File: src/rtl/bigreg_collector.sv
// Collects a WORDS-word register from MMIO writes and queues committed values in a FIFO.
// Optional feature macro: BIGREG_PARTIAL_EN (commit without requiring every word fresh).
module bigreg_collector #(
   parameter int unsigned WORD_WIDTH = 16,
   parameter int unsigned WORDS      = 16,
   parameter int unsigned BASE_ID    = 1,
   parameter int unsigned ID_WIDTH   = 8,
   parameter int unsigned DEPTH      = 2
) (
   input  logic                        clk,
   input  logic                        rst,
   input  logic                        wr_en,
   input  logic [ID_WIDTH-1:0]         wr_id,
   input  logic [WORD_WIDTH-1:0]       wr_data,
   output logic [WORDS*WORD_WIDTH-1:0] bigreg_data,
   output logic                        bigreg_valid,
   input  logic                        bigreg_ready,
   output logic [WORDS-1:0]            fresh,
   output logic                        clr_pulse,
   output logic                        err_pulse,
   output logic                        ovf_pulse
);

   localparam int unsigned DataW = WORDS * WORD_WIDTH;
   localparam int unsigned PtrW  = (DEPTH > 1) ? $clog2(DEPTH) : 1;
   localparam int unsigned CntW  = $clog2(DEPTH + 1);
   localparam logic [ID_WIDTH-1:0] CommitId = ID_WIDTH'(BASE_ID + WORDS);
   localparam logic [PtrW-1:0]     LastPtr  = PtrW'(DEPTH - 1);
   localparam logic [CntW-1:0]     FullCnt  = CntW'(DEPTH);

   logic [WORDS-1:0][WORD_WIDTH-1:0] stage_q, stage_d;
   logic [WORDS-1:0]                 fresh_q, fresh_d;
   logic [DataW-1:0]                 mem_q [DEPTH];
   logic [DataW-1:0]                 mem_d [DEPTH];
   logic [PtrW-1:0]                  rd_ptr_q, rd_ptr_d, wr_ptr_q, wr_ptr_d;
   logic [CntW-1:0]                  count_q, count_d;
   logic [DataW-1:0]                 head_q, head_d;
   logic                             valid_q, clr_q, err_q, ovf_q;
   logic                             commit, all_fresh, full, pop, push, err, ovf;

   // Commit decision: the fresh check first, then FIFO room (a same-cycle pop frees a slot).
   always_comb begin
      commit    = wr_en && (wr_id == CommitId);
`ifdef BIGREG_PARTIAL_EN
      all_fresh = 1'b1;
`else
      all_fresh = &fresh_q;
`endif
      full      = (count_q == FullCnt);
      pop       = valid_q && bigreg_ready;
      err       = commit && !all_fresh;
      ovf       = commit && all_fresh && full && !pop;
      push      = commit && all_fresh && !ovf;
   end

   always_comb begin
      stage_d = stage_q;
      fresh_d = fresh_q;
      for (int unsigned i = 0; i < WORDS; i++) begin
         if (wr_en && (wr_id == ID_WIDTH'(BASE_ID + i))) begin
            stage_d[i] = wr_data;
            fresh_d[i] = 1'b1;
         end
      end
      if (commit && all_fresh) begin
         fresh_d = '0;
      end
   end

   // The head is registered from the next-state memory so it tracks pushes into an empty FIFO.
   always_comb begin
      mem_d    = mem_q;
      wr_ptr_d = wr_ptr_q;
      rd_ptr_d = rd_ptr_q;
      if (push) begin
         mem_d[wr_ptr_q] = stage_q;
         wr_ptr_d        = (wr_ptr_q == LastPtr) ? '0 : wr_ptr_q + PtrW'(1);
      end
      if (pop) begin
         rd_ptr_d = (rd_ptr_q == LastPtr) ? '0 : rd_ptr_q + PtrW'(1);
      end
      count_d = count_q + CntW'(push) - CntW'(pop);
      head_d  = mem_d[rd_ptr_d];
   end

   always_ff @(posedge clk or posedge rst) begin
      if (rst) begin
         stage_q  <= '0;
         fresh_q  <= '0;
         mem_q    <= '{default: '0};
         rd_ptr_q <= '0;
         wr_ptr_q <= '0;
         count_q  <= '0;
         head_q   <= '0;
         valid_q  <= 1'b0;
         clr_q    <= 1'b0;
         err_q    <= 1'b0;
         ovf_q    <= 1'b0;
      end else begin
         stage_q  <= stage_d;
         fresh_q  <= fresh_d;
         mem_q    <= mem_d;
         rd_ptr_q <= rd_ptr_d;
         wr_ptr_q <= wr_ptr_d;
         count_q  <= count_d;
         head_q   <= head_d;
         valid_q  <= (count_d != '0);
         clr_q    <= push;
         err_q    <= err;
         ovf_q    <= ovf;
      end
   end

   assign bigreg_data  = head_q;
   assign bigreg_valid = valid_q;
   assign fresh        = fresh_q;
   assign clr_pulse    = clr_q;
   assign err_pulse    = err_q;
   assign ovf_pulse    = ovf_q;

endmodule

File: config.mk
export PLATFORM = sky130hd
export DESIGN_NAME = bigreg_collector
export DESIGN_NICKNAME = d
export VERILOG_FILES = /design/src/rtl/bigreg_collector.sv
export SDC_FILE = /design/constraint.sdc
export NUM_CORES = 2
export LEC_CHECK = 0
export BUFFER_PORTS_ARGS = -buffer_cell sky130_fd_sc_hd__buf_2
export CORE_ASPECT_RATIO = 2
export CORE_MARGIN = 2
export CORE_UTILIZATION = 55
export DETAILED_ROUTE_END_ITERATION = 10
export PLACE_DENSITY = 0.76
export REMOVE_ABC_BUFFERS = 1
export SLEW_MARGIN = 20
export SYNTH_ARGS = -nofsm -noshare
export SYNTH_HDL_FRONTEND = slang
export SYNTH_SLANG_ARGS = --single-unit
File: constraint.sdc
create_clock -name clk -period 87.6 [get_ports clk]
set_input_delay 17.52 -clock clk [delete_from_list [all_inputs] [get_ports clk]]
set_output_delay 17.52 -clock clk [all_outputs]
set_load 0.01 [all_outputs]
Word level (Yosys, flattened, before mapping) --
Cells that the tools add are included.
Word-level totals: flip-flop bits (word level) 1048, bits of input ports 28, output and inout port bits 276
Operators by class: add/subtract/negate cells 4, $lt $le $gt $ge 3, equality and inequality tests 18, muxes and demuxes 27, bitwise operators 2, reductions and logical operators 45
Operator list (count):
- 256-bit two-way mux | 4
- 512-bit bitwise mux | 1
- 512-bit two-way mux | 1
- 256-bit demux with 1-bit select | 1
- 8-bit by 4-bit == test with 1-bit output (second input constant) | 8
- 2-bit nonzero test | 17
- 8-bit by 3-bit == test with 1-bit output (second input constant) | 4
- 1-bit logical AND | 24
- 1-bit two-way mux | 19
- 8-bit by 2-bit == test with 1-bit output (second input constant) | 2
- 8-bit by 5-bit == test with 1-bit output (second input constant) | 2
- 16-bit two-way mux | 1
- 16-bit AND reduction | 1
- 8-bit by 1-bit == test with 1-bit output (second input constant) | 1
- 2-bit greater-or-equal comparator (second input constant) | 2
- 1-bit inverter with 2-bit output | 2
- 1-bit logical NOT | 3
- 1-bit adder (second input constant) | 2
- 2-bit by 1-bit adder with 2-bit output | 1
- 2-bit == test (second input constant) | 1
- 2-bit by 1-bit less-than comparator with 1-bit output (second input constant) | 1
- 2-bit by 1-bit subtractor with 2-bit output | 1

Depth between registers and ports, before layout --
depth after elaboration 11, gate-level depth with buffers 10

Least setup slack after synthesis --
No wires, ideal clock.
path kind in2reg, from input wr_id[2], to register valid_q, in the netlist bigreg_valid, setup time 138 ps, data arrival time 19516 ps, setup slack 67946 ps, stages on the path 9, path through buf_2 -> or3b_1 -> or3_1 -> o21ai_0 -> nand2_1 -> ha_1 -> xnor2_1 -> nor2b_1 -> mux2i_1
On the way: longest elaborated chain between the ends 10
RTL lines:
- start: declaration | RTL line 13 | input logic [ID_WIDTH-1:0] wr_id,
- 8-bit by 5-bit == test with 1-bit output (*) | RTL line 43 | commit = wr_en && (wr_id == CommitId);
- 1-bit logical AND (*) | RTL line 43
- 1-bit logical AND (*) | RTL line 52, 53
- 1-bit logical AND (2 in a row) | RTL line 52 | ovf = commit && all_fresh && full && !pop;
- 1-bit logical NOT | RTL line 53 | push = commit && all_fresh && !ovf;
- 1-bit logical AND (*) | RTL line 53
- 2-bit by 1-bit adder with 2-bit output (*) | RTL line 82 | count_d = count_q + CntW'(push) - CntW'(pop);
- 2-bit by 1-bit subtractor with 2-bit output (*) | RTL line 82
- 2-bit nonzero test (*) | RTL line 107 | valid_q <= (count_d != '0);
- end signal: assignment | RTL line 107
- end: declaration | RTL line 38 | logic valid_q, clr_q, err_q, ovf_q;
Every way passes the cells marked *; elsewhere a longest branch is shown, timed or not. A chain may end at the register's enable or synchronous reset.

==> metrics.csv <==
stage,metric,value,unit
outcome,status,"finished, final reports clean",
place,port bufs,303,
drt,Vias,26830,
synth,top-count cell post-synth,dfrtp_1,
synth,Post-Syn Instances,2936,
drt,Wirelength per Cell,26.67,um
floorplan,Initial Util,55.65,%
floorplan,cell row count,143,
timing,setup_tns,0,ns
floorplan,Ports,304,
pwr,PwrDens,27.80,nW/um^2
layout,final instance area,47420,um^2
synth,most area-hungry cell type in the Yosys netlist,dfrtp_1,
synth,top post-synthesis cells by count,"dfrtp_1, mux2_2, o221a_2",
cts,Max clock buf depth,3,
drt,1st-iter DRT viols,2301,
worst_setup_path,CP Capture Type,flop,
floorplan,full die area,79310,um^2
grt,vias in the first global route,28670,
synth,Post-Syn Area,42320,um^2
worst_setup_path,CP Launch Type,primary input,
synth,synth top area cells,"dfrtp_1, mux2_2, o221a_2, mux2_1, o21ai_0",
worst_setup_path,Crit Path Max Fanout,89,
timing,Peak Freq,0.04675,GHz
timing,RSZ-0062 raised after global routing,false,
worst_hold_path,HP Class,flop to flop,
synth,count of unique library cells instantiated by Yosys,51,
layout,fillers,5579,
cts,Worst-path clk slew,0.06,ns
timing,Min Hold Slack,0.4884,ns
timing,Worst Max-Slew Pin Slew,1.152,ns
grt,Tot GR Track Use,28.34,%
synth,sequential area share after synthesis,61.98,%
grt,first-pass GRT wire length,173600,um
timing,Final Hold Fails,0,
layout,Nets,3150,
cts,CTS tree,yes,
cts,clock sinks,1048,
place,area post-placement,44310,um^2
synth,Synth Register Bits,1048,
cts,CTS root buf,clkbuf_16,
synth,Yosys Warn Count,0,
grt,largest net degree at the start of global routing,189,
timing,min Tclk post-route,21.39,ns
drt,Antenna Nets Post-Route,0,
drt,DRC,0,
pwr,VDD IR-drop max,0.02843,mV
cts,Max H-tree Level,3,
layout,layout cells sized above 1,40.85,%
drt,final WL,112200,um
layout,area grow syn2layout,12.05,%
synth,"EDFF count, synth",0,
cts,Clock Latency Late Sink,0.65,ns
flow_run,total of max-cap violations,0,
worst_setup_path,WP data required,88.12,ns
timing,fin. max-slew vios,0,
drt,TritonRoute pass-1 iters,5,
cts,post-cts gate resize count,0,
layout,Final Util,62.36,%
place,Post-Place Cells,4042,
place,gp weighted congestion,0.8337,
drt,Via density,6.379,
timing,Tcrit/Tclk final,24.42,%
timing,clk_skew,0.02345,ns
worst_setup_path,Critical Path AT,21.92,ns
synth,area share of the largest cell type after synthesis,61.98,%
worst_setup_path,crit path kind,primary input to flop,
timing,Slew headroom,23.23,%
place,hpwl dp,61380,um
floorplan,Placeable Area,76040,um^2
cts,setup bufs post-CTS,0,
grt,grt ovf,0,
pwr,P_leak,0.02439,uW
layout,post-route insts no fill,4206,
cts,total CTS buffers,88,
synth,Post-synth ARST share,100.0,%
timing,final setup violation count,0,
synth,ys flop type,dfrtp_1,
floorplan,Die H,396.3,um
grt,initial antenna violation count,1,
floorplan,Die Width,200.1,um
cts,number of hold buffers added after CTS,0,
synth,syn avg cell area,14.41,um^2
==> per-stage QoR <==
stage / power, uW / worst slack, ns
6_report: 1318 / 66.21
5_1_grt: 1375 / 66.08
4_1_cts: 1327 / 66.15
3_5_place_dp: 917.3 / 65.46
2_1_floorplan: 808.4 / 40.58
3_3_place_gp: 910.7 / 65.55
==> where the power goes <==
part           internal (uW)  switching, uW  leakage, uW
combinational            143            176      0.00840
clock                    228            178      0.00145
sequential               550           43.5       0.0145
==> flip-flops by register name (all words and copies together) (netlist names) <==
signal        flops
fresh            16
rd_ptr_q          1
ovf_pulse         1
err_pulse         1
count_q           2
bigreg_valid      1
stage_q         256
wr_ptr_q          1
mem_q           512
bigreg_data     256
clr_pulse         1
==> layout by cell type, fill, tap and decap left out, drive strengths merged, types with 2 or more instances in the layout <==
| cell type | n |
|---|---|
| nand2 | 12 |
| nor3 | 4 |
| dfrtp | 1048 |
| nand4 | 4 |
| clkinv | 16 |
| nor2b | 5 |
| clkinvlp | 8 |
| nor2 | 5 |
| nor3b | 2 |
| nand4b | 12 |
| inv | 20 |
| o221a | 256 |
| nand3 | 4 |
| a21oi | 245 |
| mux2 | 768 |
| buf | 358 |
| bufinv | 8 |
| and2 | 3 |
| nor4 | 4 |
| a21boi | 11 |
| clkbuf | 121 |
| o41ai | 2 |
| o21ai | 246 |
| nand3b | 2 |
| o21a | 5 |
| xnor2 | 2 |
| or3 | 2 |
==> final timing paths <==
kind,depth (start not counted),endpoint,slack [ns],start
setup / recovery,8,mem_q[62],66.21,wr_id[2]
hold / removal,1,mem_q[440],0.49,mem_q[440]
setup reg to reg,7,mem_q[352],82.94,fresh[12]
hold reg to reg,1,mem_q[440],0.49,mem_q[440]
max in group asynchronous,6,bigreg_data[82],67.77,rst
min in group asynchronous,2,mem_q[381],16.85,rst
==> layout make-up <==
cell class | instances | area, um^2 | share of cell area (%)
sequential | 1048 | 26230 | 55.31
multi-input combinational | 1611 | 14810 | 31.24
clock buffer | 121 | 2540 | 5.357
timing repair buffer | 358 | 2066 | 4.357
tap | 1015 | 1270 | 2.678
clock inverter | 38 | 440.4 | 0.9288
inverter | 14 | 60.06 | 0.1267
antenna | 1 | 2.502 | 0.005277
==> routing by layer <==
metal  track usage [%]  routed length, um  share of wire [%]  vias up
li1                  -                  -                  -    11250
met1             37.15              45400                 40    14260
met2             46.99              55340                 49     1099
met3             4.404               6667                5.9      221
met4             12.54               4756                4.2        2
met5                 0                 13              0.012        -
==> critical path, stage by stage <==
cell	delay [ns]
buf_2	0.17
nor3b_1	0.55
o2111ai_4	0.20
buf_4	0.48
nor2_4	0.96
buf_4	0.80
buf_4	0.72
mux2_2	0.41
==> cells by family after synthesis <==
group	Yosys count	synth area share (%)
xor gates and xnor gates	4	0.1153
DFF	1048	61.98
and+or+nand+nor	67	1.064
AOI/OAI and AO/OA	770	13.11
muxes	769	20.46
buffers and inverters	277	3.247
adders and majority gates	1	0.02956
No activity file was read; power rests on OpenSTA's default activity.
